## src/rtl/debouncer_array_pkg.sv

```systemverilog
// debouncer_array_pkg: shared FSM state type and timing helpers for the debouncer array
// Build option: define DEBOUNCER_ARRAY_SYNC_EN to put a 2-flop synchroniser on each switch input.
package debouncer_array_pkg;

   typedef enum logic [1:0] {
      IDLE_LOW  = 2'd0,
      WAIT_HIGH = 2'd1,
      IDLE_HIGH = 2'd2,
      WAIT_LOW  = 2'd3
   } db_state_e;

   function automatic int stable_cycles(input int clk_freq, input int stable_time_ms);
      return clk_freq / 1000 * stable_time_ms;
   endfunction

   function automatic int cnt_width(input int cycles);
      return $clog2(cycles);
   endfunction

endpackage

```

## src/rtl/debouncer_ch.sv

```systemverilog
// debouncer_ch: one debounce channel (input sampling, stability counter, FSM, edge ticks)
// Build option: DEBOUNCER_ARRAY_SYNC_EN selects a 2-flop synchroniser instead of a single sample flop.
module debouncer_ch
   import debouncer_array_pkg::*;
#(
   parameter int StableCycles = 10,
   parameter int CntW         = 4
) (
   input  logic clk_i,
   input  logic rst_ni,
   input  logic en_i,
   input  logic sw_i,
   output logic level_o,
   output logic rise_o,
   output logic fall_o
);

   localparam logic [CntW-1:0] Last = CntW'(StableCycles - 1);

   logic            sample;
   db_state_e       state_q, state_d;
   logic [CntW-1:0] cnt_q, cnt_d;
   logic            rise, fall;

`ifdef DEBOUNCER_ARRAY_SYNC_EN
   logic [1:0] sync_q;

   // two-stage synchroniser on the raw switch input
   always_ff @(posedge clk_i or negedge rst_ni) begin
      if (!rst_ni) sync_q <= '0;
      else         sync_q <= {sync_q[0], sw_i};
   end

   assign sample = sync_q[1];
`else
   logic sample_q;

   // single sampling register on the raw switch input
   always_ff @(posedge clk_i or negedge rst_ni) begin
      if (!rst_ni) sample_q <= 1'b0;
      else         sample_q <= sw_i;
   end

   assign sample = sample_q;
`endif

   // FSM state and stability counter registers
   always_ff @(posedge clk_i or negedge rst_ni) begin
      if (!rst_ni) begin
         state_q <= IDLE_LOW;
         cnt_q   <= '0;
      end else begin
         state_q <= state_d;
         cnt_q   <= cnt_d;
      end
   end

   // next state: qualify a candidate level; abort on revert or disable, tick on the completing cycle
   always_comb begin
      state_d = state_q;
      cnt_d   = cnt_q;
      rise    = 1'b0;
      fall    = 1'b0;
      case (state_q)
         IDLE_LOW: begin
            cnt_d = '0;
            if (en_i && sample) state_d = WAIT_HIGH;
         end
         WAIT_HIGH: begin
            if (!en_i || !sample) begin
               state_d = IDLE_LOW;
               cnt_d   = '0;
            end else if (cnt_q == Last) begin
               state_d = IDLE_HIGH;
               cnt_d   = '0;
               rise    = 1'b1;
            end else cnt_d = cnt_q + 1'b1;
         end
         IDLE_HIGH: begin
            cnt_d = '0;
            if (en_i && !sample) state_d = WAIT_LOW;
         end
         WAIT_LOW: begin
            if (!en_i || sample) begin
               state_d = IDLE_HIGH;
               cnt_d   = '0;
            end else if (cnt_q == Last) begin
               state_d = IDLE_LOW;
               cnt_d   = '0;
               fall    = 1'b1;
            end else cnt_d = cnt_q + 1'b1;
         end
         default: begin
            state_d = IDLE_LOW;
            cnt_d   = '0;
         end
      endcase
   end

   // the level flips in the completing cycle together with its tick, then the new IDLE state holds it
   assign level_o = ((state_q == IDLE_HIGH) || (state_q == WAIT_LOW)) ^ (rise | fall);
   assign rise_o  = rise;
   assign fall_o  = fall;

endmodule

```

## src/rtl/debouncer_array.sv

```systemverilog
// debouncer_array: NumCh independent switch debouncers with per-channel edge ticks and a combined tick
// Build option: DEBOUNCER_ARRAY_SYNC_EN adds a 2-flop input synchroniser per channel (one extra cycle of latency).
module debouncer_array
   import debouncer_array_pkg::*;
#(
   parameter int NumCh        = 8,
   parameter int ClkFreq      = 100_000_000,
   parameter int StableTimeMs = 1
) (
   input  logic             clk_i,
   input  logic             rst_ni,
   input  logic             en_i,
   input  logic [NumCh-1:0] sw_i,
   output logic [NumCh-1:0] db_level_o,
   output logic [NumCh-1:0] rise_tick_o,
   output logic [NumCh-1:0] fall_tick_o,
   output logic             any_tick_o
);

   localparam int StableCycles = stable_cycles(ClkFreq, StableTimeMs);
   localparam int CntW         = cnt_width(StableCycles);

   for (genvar i = 0; i < NumCh; i++) begin : g_ch
      debouncer_ch #(
         .StableCycles(StableCycles),
         .CntW        (CntW)
      ) u_ch (
         .clk_i  (clk_i),
         .rst_ni (rst_ni),
         .en_i   (en_i),
         .sw_i   (sw_i[i]),
         .level_o(db_level_o[i]),
         .rise_o (rise_tick_o[i]),
         .fall_o (fall_tick_o[i])
      );
   end

   assign any_tick_o = |(rise_tick_o | fall_tick_o);

endmodule

```

## config.mk

```make
export PLATFORM = sky130hd
export DESIGN_NAME = debouncer_array
export DESIGN_NICKNAME = d
export VERILOG_FILES = /design/src/rtl/debouncer_array_pkg.sv /design/src/rtl/debouncer_ch.sv /design/src/rtl/debouncer_array.sv
export SDC_FILE = /design/constraint.sdc
export NUM_CORES = 1
export LEC_CHECK = 0
export ABC_AREA = 1
export BUFFER_PORTS_ARGS = -buffer_cell sky130_fd_sc_hd__buf_2
export CAP_MARGIN = 20
export CORE_UTILIZATION = 50
export CTS_BUF_LIST = sky130_fd_sc_hd__clkbuf_4 sky130_fd_sc_hd__clkbuf_8 sky130_fd_sc_hd__clkbuf_16
export DETAILED_ROUTE_END_ITERATION = 8
export GPL_ROUTABILITY_DRIVEN = 0
export PLACE_DENSITY = 0.73
export RECOVER_POWER = 50
export SYNTH_ARGS = -nofsm -noshare
export SYNTH_HDL_FRONTEND = slang
export SYNTH_HIERARCHICAL = 1
export SYNTH_SLANG_ARGS = --single-unit
```

## constraint.sdc

```tcl
create_clock -name clk_i -period 5.2 [get_ports clk_i]
set_clock_uncertainty 0.2 [all_clocks]
set_input_delay 0.78 -clock clk_i [delete_from_list [all_inputs] [get_ports clk_i]]
set_output_delay 0.78 -clock clk_i [all_outputs]
set_load 0.005 [all_outputs]
```

Yosys cells after proc, flatten, opt, wreduce, memory -nomap -nowiden
Cells that the tools add are included.

Output and inout bits: 25. Bits in registers: 160. Bits of input ports: 11.

Reductions and logical operators: 74. Bitwise logic cells: 17. Mux-type cells: 128. Eq/ne operators: 64. $add $sub $neg: 8.

Operators with widths (number): 17-bit two-way mux (24); 17-bit one-hot mux with 3 select lines (8); 17-bit by 1-bit adder with 17-bit output, second input constant (8); 17-bit equality test, second input constant (8); 2-bit two-way mux (48); 2-bit one-hot mux with 4 select lines (8); 3-bit by 1-bit != test with 1-bit output, second input constant (16); 1-bit two-way mux (40); 2-bit equality test, second input constant (16); 2-bit by 1-bit != test with 1-bit output, second input constant (16); 4-bit AND reduction (8); 1-bit logical OR (24); 2-bit by 1-bit equality test with 1-bit output, second input constant (8); 1-bit logical AND (16); 2-bit logical NOT (8); 2-bit OR reduction (8); 1-bit logical NOT (9); 1-bit OR (8); 8-bit OR (1); 8-bit OR reduction (1); 1-bit XOR (8).

Logic depth before layout (Yosys ltp)
Depth after elaboration: 6. Mapped depth: 10. Depth with buffers taken out: 10.

By module
Netlist, hierarchy kept.

By module, submodules not included: debouncer_ch at g_ch[0].u_ch ... (area an instance 1228.7 um2, cells each 166, times used 7, sequential area each 500.5 um2); debouncer_ch at g_ch[7].u_ch (area an instance 1174.9 um2, cells each 150, times used 1, sequential area each 500.5 um2); debouncer_array (area an instance 56.3 um2, cells each 15, times used 1, sequential area each 0.0 um2).

Worst setup path after synthesis
No wires, ideal clock.

Kind: register to output. Start: register g_ch[1].u_ch.cnt_q[0]. End: output port any_tick_o. Required time: 4220 ps. Setup slack: 2812 ps. Path buffers: 0. Arrival: 1408 ps. Stages on the path, launching flop included: 10. Cells stage by stage: dfrtp_1 > ha_1 > nand3_2 > clkinv_1 > nand4_1 > inv_1 > nor2_1 > nand2_1 > nor2_1 > nand2_1.

Cells in the longest elaborated chain, start to end: 6. Elaborated cells on any way between the ends: 8. Those cells by class: eq/ne: 1; mux: 5; bitwise: 1; reduce/logical: 1.

Ends and longest elaborated chain: start, declared (RTL line debouncer_ch.sv:22) `logic [CntW-1:0] cnt_q, cnt_d;`; start signal, assigned (RTL line debouncer_ch.sv:54) `cnt_q <= cnt_d;`; 17-bit equality test (RTL line debouncer_ch.sv:87) `end else if (cnt_q == Last) begin`; 1-bit two-way mux (RTL line debouncer_ch.sv:87); 1-bit two-way mux (RTL line debouncer_ch.sv:84) `if (!en_i || sample) begin`; 1-bit two-way mux (RTL line debouncer_ch.sv:64) `case (state_q)`; named net fall_tick_o[1] (RTL line debouncer_array.sv:16) `output logic [NumCh-1:0] fall_tick_o,`; 8-bit OR (RTL line debouncer_array.sv:38) `assign any_tick_o = |(rise_tick_o | fall_tick_o);`; 8-bit OR reduction (RTL line debouncer_array.sv:38); end, declared (RTL line debouncer_array.sv:17) `output logic any_tick_o`.

The timed path passes the listed nets, and every way through them passes these cells.

Worst setup path after layout
Start: input port en_i. End: output port any_tick_o.

Cells in the longest elaborated chain, start to end: 6. Elaborated cells on any way between the ends: 51. Those cells by class: mux: 32; bitwise: 1; reduce/logical: 18.

Ends and longest elaborated chain: start, declared (RTL line debouncer_array.sv:12) `input logic en_i,`; 1-bit logical NOT (*) (RTL line debouncer_ch.sv:70, debouncer_ch.sv:84); 1-bit logical OR, on equally long branches (RTL line debouncer_ch.sv:70, debouncer_ch.sv:84); 1-bit two-way mux, on equally long branches (RTL line debouncer_ch.sv:70, debouncer_ch.sv:84); 1-bit two-way mux (RTL line debouncer_ch.sv:64); 8-bit OR (*) (RTL line debouncer_array.sv:38); 8-bit OR reduction (*) (RTL line debouncer_array.sv:38).

Every way passes the cells marked *; elsewhere a longest branch is shown, timed or not.

==> summary.md <==
| Metric | Value |
|---|---|
| Setup TNS | 0 ns |
| Grt ovf | 0 |
| Area fraction of the dominant cell type after synthesis | 40.7% |
| Final min period | 3.44 ns |
| Die area | 0.0202 mm² |
| Initial Util | 51.7% |
| Non-Filler Instances | 1648 |
| HP Class | in2reg |
| Crit Path Class | in2out |
| Vias | 8058 |
| Global-route wire length before repair | 35100 µm |
| Post-synth EDFFs | 0 |
| Sinks on Clock Net | 160 |
| Die H | 142 µm |
| GRT Total Usage | 21.7% |
| CP Launch Type | input port |
| Crit path required time | 4.22 ns |
| ANT nets after route | 0 |
| Max Clk Rate | 291 MHz |
| Number of synthesized register bits | 160 |
| Max Fanout on Critical Path | 16 |
| Port Buffers | 35 |
| Status | complete, but fails checks |
| Share of layout cells above drive strength 1 | 15.7% |
| Pleak | 5.16 nW |
| Critical Path End Type | output pin |
| Largest net degree at the start of global routing | 98 |
| Mapped Area | 0.00983 mm² |
| Source of the critical timing path | en_i |
| Origin of the critical flop-to-flop path | g_ch[6].u_ch/cnt_q[0] |
| 1st-iter DRT viols | 367 |
| Die extent in x | 142 µm |
| Top-count cell post-synth | nand2_1 |
| Dominant synthesized flop cell | dfrtp_1 |
| Clk_lat worst skew | 0.42 ns |
| Final nets | 1394 |
| Register area share after synthesis | 40.7% |
| Drt wl/cell | 12.1 µm |
| RSZ-0062 raised after global routing | no |
| Synth warnings | 6 |
| TritonCTS Buffers | 17 |
| Vias in the first global route | 7587 |
| Clock tree buffer depth | 2 |
| CTS H-Tree Depth | 4 |
| Rows | 50 |
| Max-Cap Viols | 1 |
| Post-CTS Setup Bufs | 0 |
| Slew HR | -63.9% |
| Initial antenna violation count | 0 |
| Hold_sp | sw_i[4] |
| Root buffer cell | clkbuf_16 |
| Actual slew at the worst max-slew pin | 2.46 ns |
| Synthesized instance count | 1327 |
| Clock Pin Slew Worst Setup and Hold Paths | 0.06 ns |
| Post-DP HPWL | 14500 µm |
| # diodes | 0 |
| Fillers | 1796 |
| Core Region | 0.0190 mm² |
| Syn Nets | 1346 |
| P per Cell Area | 248 mW/mm² |
| Asr flop ratio synth | 100% |
| Post-route DRC | 0 |
| Num ports | 36 |
| Area grow syn2layout | 9.95% |
| Placed cell count | 1616 |
| Max Slew Vio Count | 98 |
| Synth Area per Inst | 7.41 µm² |
| Hold Buf Count CTS | 0 |
| Setup violations, final | 0 |
| Max rail drop VDD | 0.203 mV |
| Fin crit share | 66.1% |
| Initial DRT Pass Iterations | 5 |
| Final hold slack | 0.262 ns |
| Post-Route WL | 19900 µm |
| Yosys cell types | 23 |
| Largest area contributor in the netlist | dfrtp_1 |
| Avg Vias per Cell | 4.89 |
| Failing checks | capacitance limit, slew limit |
| Post-synth top cells | 333 x nand2_1, 209 x nor2_1, 188 x inv_1, 160 x dfrtp_1, 122 x nand3_1 |
| CTS resizes | 0 |
| Crit path DAT | 2.46 ns |
| Hold Fails Final Rpt | 0 |
| CTS tree | yes |
| Synth area leaders | dfrtp_1 41%, nand2_1 13%, nor2_1 8.0% |
[metal layers]
layer | vias to the layer above | part of all wire (%) | global-route usage, % | routed length (µm)
met3 | 14 | 4.4 | 5.38 | 878
met2 | 123 | 47 | 35.6 | 9440
met4 | 0 | 0.93 | 5.49 | 185
li1 | 4178 | - | - | -
met5 | - | 0 | 0 | 0
met1 | 3743 | 47 | 28.5 | 9430
[worst max-delay path, cell delays in order]
cell      delay (ns)
clkbuf_1        0.63
nand3_1         0.21
nor2_1          0.21
nand4_1         0.15
inv_1           0.09
nor2_1          0.06
nand2_1         0.06
nor2_1          0.08
nand2_1         0.08
buf_2           0.11
[placed cells by master (no fill, tap or decap)]
cell	instances
ha_1	8
xnor2_1	23
nand3_4	8
nor2_1	209
nand3_1	122
clkbuf_1	2
or2_4	8
buf_4	2
nor2_4	16
nand2_4	7
inv_6	1
nor3_2	1
nor3_1	1
nand2_1	334
o21ai_0	25
clkinvlp_4	5
inv_2	7
dfrtp_1	160
xor2_1	41
nand3_2	7
nand2_2	8
clkinv_1	7
a21oi_1	16
buf_2	32
o21bai_1	7
nor2_2	89
clkinv_2	2
clkbuf_2	1
clkbuf_8	2
clkbuf_16	17
inv_1	188
nand4_1	27
bufinv_16	4
clkinv_4	1
[state kept, by name, indices dropped and copies added, names as in the netlist]
signal,flops
g_ch.u_ch/sample,8
g_ch.u_ch/cnt_q,136
g_ch.u_ch/state_q,16
[logic make-up (layout without fill, tap and decap cells)]
kind of cell    after synthesis  count (layout)  share of synthesized area (%)
fa+ha+maj                     8               8                           1.02
buf+inv                     210             271                           9.34
flops                       160             160                           40.7
simple gates                837             837                           40.6
compound gates               48              48                           2.62
xor+xnor                     64              64                           5.70
[cell type report]
class	count	area (µm²)	share of cell area (%)
clock inverters	13	185	1.71
multi-input cells	957	4900	45.3
repair buffers	37	188	1.74
flip-flops and latches	160	4000	37.0
clock buffers	19	453	4.19
well taps	260	325	3.01
inverters	202	758	7.01
[stage by stage]
| stage | util, % | power [mW] | setup slack [ns] | instance area (µm²) |
|---|---|---|---|---|
| final | 56.8 | 2.68 | 1.76 | 10800 |
| after global routing | 56.8 | 2.78 | 1.53 | 10800 |
| after CTS | 57.0 | 2.72 | 1.87 | 10800 |
| after detailed placement | 53.6 | 1.36 | 2.16 | 10200 |
| after global placement | 53.6 | 1.36 | 2.21 | 10200 |
| after floorplan | - | 1.33 | 2.81 | 9830 |
[path summary, 6_finish.rpt]
check                                         end  slack (ns)  cells after the start
max                                    any_tick_o        1.76                     10
min                           g_ch[4].u_ch/sample        0.26                      1
max reg2reg                g_ch[6].u_ch/cnt_q[12]        3.02                      6
min reg2reg                 g_ch[7].u_ch/cnt_q[0]        0.27                      1
max in group asynchronous   g_ch[2].u_ch/cnt_q[0]        2.38                      2
min in group asynchronous  g_ch[3].u_ch/cnt_q[12]        0.88                      1
[where the power goes]
group	switching (mW)	internal, mW
Combinational	0.0563	0.0149
Sequential	0.00891	1.26
Clock	0.512	0.829
Total	0.577	2.10
Note: power is estimated with default switching activity, not from simulation.
